===== src/rtl/fp16_mult_writeback.sv =====
// fp16_mult_writeback: writeback stage behind the combinational fp16 multiplier.
// Captures operand pairs and their product into a small FIFO, classifies the
// product, and accumulates sticky IEEE exception flags {NV, OF, UF}.
module fp16_mult_writeback #(
  parameter int DEPTH = 4,
  parameter int CNT_W = $clog2(DEPTH) + 1
) (
  input  logic             clk,
  input  logic             rst,
  input  logic             in_valid,
  output logic             in_ready,
  input  logic [15:0]      float1,
  input  logic [15:0]      float2,
  input  logic [15:0]      product,
  output logic             out_valid,
  input  logic             out_ready,
  output logic [15:0]      out_result,
  output logic [2:0]       out_class,
  output logic [2:0]       flags,
  input  logic             flags_clear,
  output logic [CNT_W-1:0] count,
  output logic [15:0]      ops_accepted
);

  localparam int PTR_W = $clog2(DEPTH);

  typedef enum logic [2:0] {
    CLS_ZERO = 3'd0,
    CLS_SUB  = 3'd1,
    CLS_NORM = 3'd2,
    CLS_INF  = 3'd3,
    CLS_QNAN = 3'd4,
    CLS_SNAN = 3'd5
  } fp_class_e;

  // Field tests are written as masks on the whole word; the sign never matters.
  function automatic logic exp_zero(input logic [15:0] x);
    return (x & 16'h7C00) == 16'h0000;
  endfunction

  function automatic logic exp_ones(input logic [15:0] x);
    return (x & 16'h7C00) == 16'h7C00;
  endfunction

  function automatic logic mant_zero(input logic [15:0] x);
    return (x & 16'h03FF) == 16'h0000;
  endfunction

  function automatic logic quiet_bit(input logic [15:0] x);
    return (x & 16'h0200) != 16'h0000;
  endfunction

  function automatic fp_class_e classify(input logic [15:0] x);
    if (exp_zero(x))       return mant_zero(x) ? CLS_ZERO : CLS_SUB;
    else if (!exp_ones(x)) return CLS_NORM;
    else if (mant_zero(x)) return CLS_INF;
    else if (quiet_bit(x)) return CLS_QNAN;
    else                   return CLS_SNAN;
  endfunction

  logic [15:0]      res_mem [DEPTH];
  logic [2:0]       cls_mem [DEPTH];
  logic [PTR_W-1:0] wr_ptr;
  logic [PTR_W-1:0] rd_ptr;

  logic      push;
  logic      pop;
  fp_class_e push_class;
  logic [2:0] flag_set;

  logic a_zero, b_zero, a_inf, b_inf, a_nan, b_nan, a_snan, b_snan;
  logic a_special, b_special;

  assign in_ready  = (count != CNT_W'(DEPTH));
  assign out_valid = (count != '0);
  assign push      = in_valid & in_ready;
  assign pop       = out_valid & out_ready;

  // Head is read straight from storage; empty reads are forced to zero so
  // stale, never-reset entries cannot leak out.
  assign out_result = out_valid ? res_mem[rd_ptr] : 16'h0000;
  assign out_class  = out_valid ? cls_mem[rd_ptr] : 3'd0;

  // Operand predicates and the exception flags this push would raise.
  always_comb begin
    // NOTE: every signal assigned here gets a value before any condition, so no latch is inferred.
    a_zero     = exp_zero(float1) & mant_zero(float1);
    b_zero     = exp_zero(float2) & mant_zero(float2);
    a_inf      = exp_ones(float1) & mant_zero(float1);
    b_inf      = exp_ones(float2) & mant_zero(float2);
    a_nan      = exp_ones(float1) & ~mant_zero(float1);
    b_nan      = exp_ones(float2) & ~mant_zero(float2);
    a_snan     = a_nan & ~quiet_bit(float1);
    b_snan     = b_nan & ~quiet_bit(float2);
    a_special  = a_inf | a_nan;
    b_special  = b_inf | b_nan;
    push_class = classify(product);
    flag_set   = 3'b000;
    // NV: signaling NaN input, or zero times infinity.
    flag_set[2] = a_snan | b_snan | (a_zero & b_inf) | (a_inf & b_zero);
    // OF: infinite result from finite operands.
    flag_set[1] = (push_class == CLS_INF) & ~a_special & ~b_special;
    // UF: zero/subnormal result from nonzero finite operands.
    flag_set[0] = ((push_class == CLS_ZERO) | (push_class == CLS_SUB))
                  & ~a_zero & ~b_zero & ~a_special & ~b_special;
  end

  // Entry storage written at the write pointer on every push.
  always_ff @(posedge clk) begin
    // NOTE: storage has no reset; only the pointers and count define which entries are live.
    if (push && !rst) begin
      res_mem[wr_ptr] <= product;
      cls_mem[wr_ptr] <= push_class;
    end
  end

  // Pointers, occupancy, sticky flags and the accepted-op counter.
  always_ff @(posedge clk) begin
    // NOTE: all state updates use non-blocking assignments so every register sees pre-edge values.
    if (rst) begin
      wr_ptr       <= '0;
      rd_ptr       <= '0;
      count        <= '0;
      flags        <= 3'b000;
      ops_accepted <= 16'h0000;
    end else begin
      if (push) begin
        wr_ptr       <= wr_ptr + PTR_W'(1);
        ops_accepted <= ops_accepted + 16'h0001;
      end
      if (pop) rd_ptr <= rd_ptr + PTR_W'(1);
      count <= count + CNT_W'(push) - CNT_W'(pop);
      // A clear only wipes history; the current push's flags still land.
      flags <= (flags_clear ? 3'b000 : flags) | (push ? flag_set : 3'b000);
    end
  end

endmodule


===== config.mk =====
export PLATFORM = sky130hd
export DESIGN_NAME = fp16_mult_writeback
export DESIGN_NICKNAME = d
export VERILOG_FILES = /design/src/rtl/fp16_mult_writeback.sv
export SDC_FILE = /design/constraint.sdc
export NUM_CORES = 1
export LEC_CHECK = 0
export CORE_ASPECT_RATIO = 1.5
export CORE_MARGIN = 8
export CORE_UTILIZATION = 41
export CTS_CLUSTER_DIAMETER = 120
export CTS_CLUSTER_SIZE = 28
export DETAILED_ROUTE_END_ITERATION = 10
export HOLD_SLACK_MARGIN = 0.12
export MAX_ROUTING_LAYER = met4
export PLACE_DENSITY = 0.67
export SLEW_MARGIN = 30
export SYNTH_ARGS = -nofsm -noshare
export SYNTH_HDL_FRONTEND = slang
export SYNTH_SLANG_ARGS = --single-unit

===== constraint.sdc =====
create_clock -name clk -period 3.7 [get_ports clk]
set_input_delay 0.74 -clock clk [delete_from_list [all_inputs] [get_ports clk]]
set_output_delay 0.74 -clock clk [all_outputs]
set_load 0.02 [all_outputs]

==> results of run 1 <==
[logic make-up (layout without fill, tap and decap cells)]
logic type / after synthesis / after routing
AO/OA/AOI/OAI: 11 / 11
AND/OR/NAND/NOR: 113 / 113
buffers and inverters: 15 / 120
XOR/XNOR: 18 / 18
multiplexers: 19 / 19
adder cells (fa/ha/maj): 8 / 8
flip-flops: 104 / 104
[cells in the final DEF (no fill, tap or decap), types with 2 or more instances in the layout]
cell	count
clkdlybuf4s50_1	93
edfxtp_1	76
nor2_1	29
dfxtp_1	28
and2_1	24
mux4_2	19
nand3_1	12
nand2_1	10
xor2_1	10
clkbuf_16	9
nor4_1	8
xnor2_1	8
and3_1	7
ha_1	7
buf_4	7
or3_1	4
inv_1	4
o21ai_0	4
a21oi_1	4
clkinv_2	4
nor2b_1	2
a32o_1	2
nor3_1	2
nor4_4	2
nand4_1	2
[worst max-delay path: cells and delay by family, from the launching register on]
kind                   cells  cell delay [ns]
flip-flops                 1             0.31
multiplexers               1             0.56
buffers and inverters      2             0.90
AND/OR/NAND/NOR            1             0.20
[flip-flops by register name, summed over array words and instances, names as in the netlist, named ones only]
signal        flops
res_mem          64
ops_accepted     16
cls_mem          12
count             3
flags             3
rd_ptr            2
wr_ptr            2
[final cells by class]
| class | count | share of cell area [%] |
|---|---|---|
| Timing Repair Buffer | 100 | 17.1 |
| Inverter | 5 | 0.370 |
| Tap cell | 144 | 3.14 |
| Clock buffer | 9 | 3.92 |
| Multi-Input combinational cell | 169 | 25.3 |
| Sequential cell | 104 | 49.5 |
| Clock inverter | 6 | 0.632 |
[metrics by stage]
stage                     instance area, um^2  hold slack (ns)  instances  worst slack, ns  util (%)
final                                    5740            0.470        537            0.668      54.8
after global routing                     5740            0.491        537            0.460      54.8
after CTS                                5740            0.474        537            0.515      54.8
after detailed placement                 5480            0.458        522            0.658      52.3
after global placement                   5480            0.454        522            0.705      52.3
after floorplan                          4380            0.469        288             1.37         -
[how the worst max path moves through the flow]
stage	depth (start not counted)	to	slack, ns	start
floorplan	10	count[2]	1.37	count[1]
global placement	10	count[2]	0.70	in_valid
detailed placement	10	count[2]	0.66	in_valid
CTS	3	out_class[0]	0.51	count[1]
global route	3	out_class[0]	0.46	count[1]
finish	4	out_class[0]	0.67	register
[per-layer routing]
| layer | up-vias | GRT usage [%] | wire length, um | share of wire [%] |
|---|---|---|---|---|
| met1 | 1270 | 14.8 | 3660 | 41 |
| met2 | 61 | 24.1 | 4850 | 54 |
| li1 | 1285 | - | - | - |
| met3 | 8 | 2.11 | 290 | 3.3 |
| met4 | 0 | 5.76 | 107 | 1.2 |
| met5 | - | - | 0 | 0 |
[power groups by stage]
stage          logic [mW]  clock network (mW)  registers (mW)
4_1_cts              1.05               0.871            1.39
6_report             1.01               0.847            1.38
2_1_floorplan       0.612                   0            1.41
5_1_grt              1.11               0.917            1.39
3_3_place_gp         1.04                   0            1.41
3_5_place_dp         1.04                   0            1.41
==> flow_summary.yaml, run 1 <==
worst_setup_path:
  max_stage_delay_ns: 0.56
  cp_cell_sequence: "buf_4, mux4_2, and2_1, clkdlybuf4s50_1"
  startpoint_type: "register"
  path_max_fanout: 19
  reg2reg_slack_ns: 0.98
  r2r_cells: 10
  setup.worst_path.class: "register to output pin"
  endpoint_kind: "output pin"
  worstReg2RegStart: "count[1]"
  cpMaxStageDelayCell: "mux4_2"
  required_ns: 2.96
  critical_path_arrival_ns: 2.29
  r2r_end: "count[2]"
detailed_routing:
  routed_wl_mm: 8.91
  drt_iter0_drc: 91
  drcViolationCount: 0
  via_per_inst: 4.89
  vias: 2624
  routedWlPerCell_um: 16.6
  drt_first_pass_iters: 4
  ant_nets: 0
timing:
  hold_violations: 0
  period_share_pct: 81.9
  fmax_ghz: 0.330
  worst_pin_slew_ns: 0.660
  final.min_clock_period_ns: 3.03
  setup_violations: 0
  maxSlewHeadroom_pct: 56.0
  fin_setup_tns_ns: 0
  skew_ns: 0.00390
  slew_viol_final: 0
  rsz0062_at_grt: "no"
logic_synthesis:
  synthesis.nets: 349
  syn-cell-area_mm2: 0.00438
  synthArstFlopShare_pct: 0
  ys_seq_area_share_pct: 64.9
  synth_edf_count: 76
  synth_top_family_by_area: "simple AND/OR/NAND/NOR gates"
  synth_top_area_share_pct: 52.1
  yosysWarnings: 0
  synth_xor_area_share_pct: 3.60
  synth.area.mux_share_pct: 9.77
  synth_compound_area_share_pct: 1.54
  synth-adder-area-share_pct: 2.46
  synth-simple-area-share_pct: 15.9
  ys_top_cells_by_area: "edfxtp_1 (52%), dfxtp_1 (13%), mux4_2 (9.8%), and2_1 (3.4%), nor2_1 (2.5%)"
  synth_ff_type: "edfxtp_1"
  synth-seq-cells: 104
  synth_cell_types: 40
  synth_common_cells: "edfxtp_1 (76), nor2_1 (29), dfxtp_1 (28)"
  synthMostInstantiatedCell: "edfxtp_1"
  synth.largest_area_cell: "edfxtp_1"
  syn_inst: 288
  avgSynthCellArea_um2: 15.2
hold_path:
  holdPathEnd: "flags[0]"
  whs_path_depth: 1
  min-delay-start: "flags[0]"
  hold_class: "register to register"
placement:
  gp_congestion: 0.713
  io_buffer_count: 93
  place_hpwl_mm: 6.34
pwr:
  p_comb_share_pct: 31.2
  clkPwrFrac_pct: 26.1
  leakage_nw: 1.92
  power_density_mw_per_mm2: 565
  seq_power_share_pct: 42.6
  p_total_mw: 3.24
  p_int_mw: 2.31
  swShare_pct: 28.9
  ir_drop_uv: 344
  power_switching_mw: 0.936
die:
  coreArea_mm2: 0.0105
  row_count: 46
  die_x_um: 100
  fp.dieArea_mm2: 0.0143
  chipHeight_um: 143
  start_util_pct: 41.8
  io_pins: 96
global_route:
  grt_antenna_before_repair: 0
  grt_pass1_wl_mm: 14.5
  grt_max_degree: 29
  grt_pass1_vias: 2853
  grt.overflow.total: 0
  grtUsageTotal_pct: 13.6
cells_and_area:
  fillerInstances: 901
  n_antenna_cell: 0
  multi_input_area_mm2: 0.00146
  nets: 450
  drive_gt1_share_pct: 13.7
  regArea_mm2: 0.00284
  syn_to_final_growth_pct: 31.2
clock_tree:
  cts_buffers: 9
  clkLatencyLatePin_ns: 0.34
  postCtsResizedCells: 0
  cts_setup_buffers: 0
  cts_tree: "done"
  cts_sinks: 104
  cts_buffer_depth: 2
  clock-root-buffer: "clkbuf_16"
  h-tree-depth: 3
  clk_pin_slew_ns: 0.06
  holdBufCountCts: 0
outcome:
  status: "finished clean"
job:
  maxCapViolations: 0
No activity file was read; power rests on OpenSTA's default activity.
==> inputs of run 2 (changes only) <==
PLACE_DENSITY = 0.7   (was 0.67)
clock period = 2.4 ns   (was 3.7 ns; I/O delays follow)
==> run 2 against run 1 <==
  * Clock skew rose by 0.0031 ns
  * Combinational power rose by 61%
  * Count of clock-buffer cells in the layout did not move
  * Global-route usage rose by 0.70 points
  * Register-to-register slack got worse by 0.85 ns
  * Final cell count rose by 3.0%
  * Sequential power rose by 55%
  * Critical endpoint is now out_result[8]
  * Largest power group unchanged
==> flow_summary.yaml, run 2 (same netlist as run 1, synthesis figures left out) <==
detailed_routing:
  via_per_inst: 4.97
  drcViolationCount: 0
  vias: 2749
  routedWlPerCell_um: 17.0
  drt_iter0_drc: 152
  routed_wl_mm: 9.38
  drt_first_pass_iters: 4
  ant_nets: 0
cells_and_area:
  fillerInstances: 878
  final_cells: 553
  final_cell_mix: "edfxtp_1 (76), clkdlybuf4s50_1 (73), nor2_1 (29)"
  largest_register: "res_mem"
  largest_reg_flops: 64
  reg.largest.list: "res_mem: 64 flops, ops_accepted: 16 flops, cls_mem: 12 flops"
  layout_commonest_cell: "edfxtp_1"
  syn_to_final_growth_pct: 36.1
  final_util_pct: 56.9
  nets: 466
  n_antenna_cell: 0
  drive_gt1_share_pct: 21.3
die:
  coreArea_mm2: 0.0105
  fp.dieArea_mm2: 0.0143
  row_count: 46
  die_x_um: 100
  start_util_pct: 41.8
  io_pins: 96
  chipHeight_um: 143
global_route:
  grt_antenna_before_repair: 0
  grtUsageTotal_pct: 14.3
  grt.overflow.total: 0
  grt_pass1_vias: 2930
  grt_pass1_wl_mm: 15.1
  grt_max_degree: 28
clock_tree:
  cts_buffers: 9
  h-tree-depth: 3
  cts_sinks: 104
  cts_buffer_depth: 2
  clkLatencyLatePin_ns: 0.34
  clock-root-buffer: "clkbuf_16"
  cts_tree: "done"
  holdBufCountCts: 0
  clk_pin_slew_ns: 0.07
pwr:
  power_switching_mw: 1.51
  p_comb_share_pct: 30.7
  swShare_pct: 28.4
  clkPwrFrac_pct: 29.1
  seq_power_share_pct: 40.2
  ir_drop_uv: 539
  leakage_nw: 2.09
  p_int_mw: 3.81
  power_density_mw_per_mm2: 894
hold_path:
  hold_class: "register to register"
  whs_path_depth: 1
outcome:
  status: "finished clean"
placement:
  gp_congestion: 0.713
  dp.cells: 532
  place_hpwl_mm: 6.57
  place_ws_ns: -0.0794
  io_buffer_count: 93
worst_setup_path:
  required_ns: 1.92
  r2r_cells: 10
  path_max_fanout: 8
  endpoint_kind: "output pin"
  startpoint_type: "register"
  setup.worst_path.class: "register to output pin"
  critical_path_arrival_ns: 1.83
timing:
  worst_pin_slew_ns: 0.368
  rsz0062_at_grt: "no"
  maxSlewHeadroom_pct: 75.2
  skew_ns: 0.00704
  setup_violations: 0
  slew_viol_final: 0
  period_share_pct: 96.3
  hold_violations: 0
  final.min_clock_period_ns: 2.31
  fin_ws_ns: 0.0878
  fmax_ghz: 0.432
job:
  maxCapViolations: 0
-- run 2: stage by stage --
stage / hold slack (ns) / power [mW] / instance area [um^2] / TNS (ns)
floorplan: 0.469 / 3.12 / 4380 / 0
global placement: 0.448 / 3.84 / 5630 / -0.0490
detailed placement: 0.463 / 3.88 / 5630 / -0.228
CTS: 0.478 / 5.43 / 5970 / 0
global route: 0.500 / 5.60 / 5960 / 0
finish: 0.473 / 5.32 / 5960 / 0
-- run 2: cell type report --
| type | count | area (um^2) | area share (%) |
|---|---|---|---|
| sequential | 104 | 2850 | 47.8 |
| clock buffer | 9 | 225 | 3.78 |
| clock inverter | 6 | 90.1 | 1.51 |
| inverter | 5 | 21.3 | 0.357 |
| multi-input combinational | 169 | 1460 | 24.5 |
| timing repair buffer | 116 | 1130 | 19.0 |
| tap | 144 | 180 | 3.02 |
-- run 2: power by group through the flow --
stage / Sequential [mW] / Clock, mW / Combinational, mW
5_1_grt: 2.15 / 1.66 / 1.79
4_1_cts: 2.13 / 1.60 / 1.71
6_report: 2.14 / 1.55 / 1.63
3_5_place_dp: 2.16 / 0 / 1.72
3_3_place_gp: 2.15 / 0 / 1.69
2_1_floorplan: 2.18 / 0 / 0.943
-- run 2: repair_timing --
item / in CTS / in global routing
pin swaps: 0 / 1
cloned: 1 / 0
resized for setup: 54 / 12
setup endpoints to repair: 19 / 9
buffers inserted: 3 / 2
-- run 2: worst paths after layout --
check                           startpoint  slack [ns]             to
worst max-delay path              register        0.09  out_result[8]
worst min register to register    flags[0]        0.47       flags[0]
worst min-delay path              flags[0]        0.47       flags[0]
worst max register to register    count[1]        0.13       count[2]
-- run 2: worst max-delay path, cell delays in order (launching register included) --
cell and delay, ns:
dfxtp_4 0.39, buf_12 0.15, mux4_2 0.48, and2_1 0.16, dlygate4sd2_1 0.31
-- run 2: per-layer routing --
metal / wire length, um / part of all wire, % / vias to the layer above / global-route usage [%]
met4: 200 / 2.1 / 0 / 6.24
met1: 3680 / 39 / 1362 / 14.9
met3: 309 / 3.3 / 13 / 2.84
li1: - / - / 1317 / -
met5: 0 / 0 / - / -
met2: 5190 / 55 / 57 / 25.5
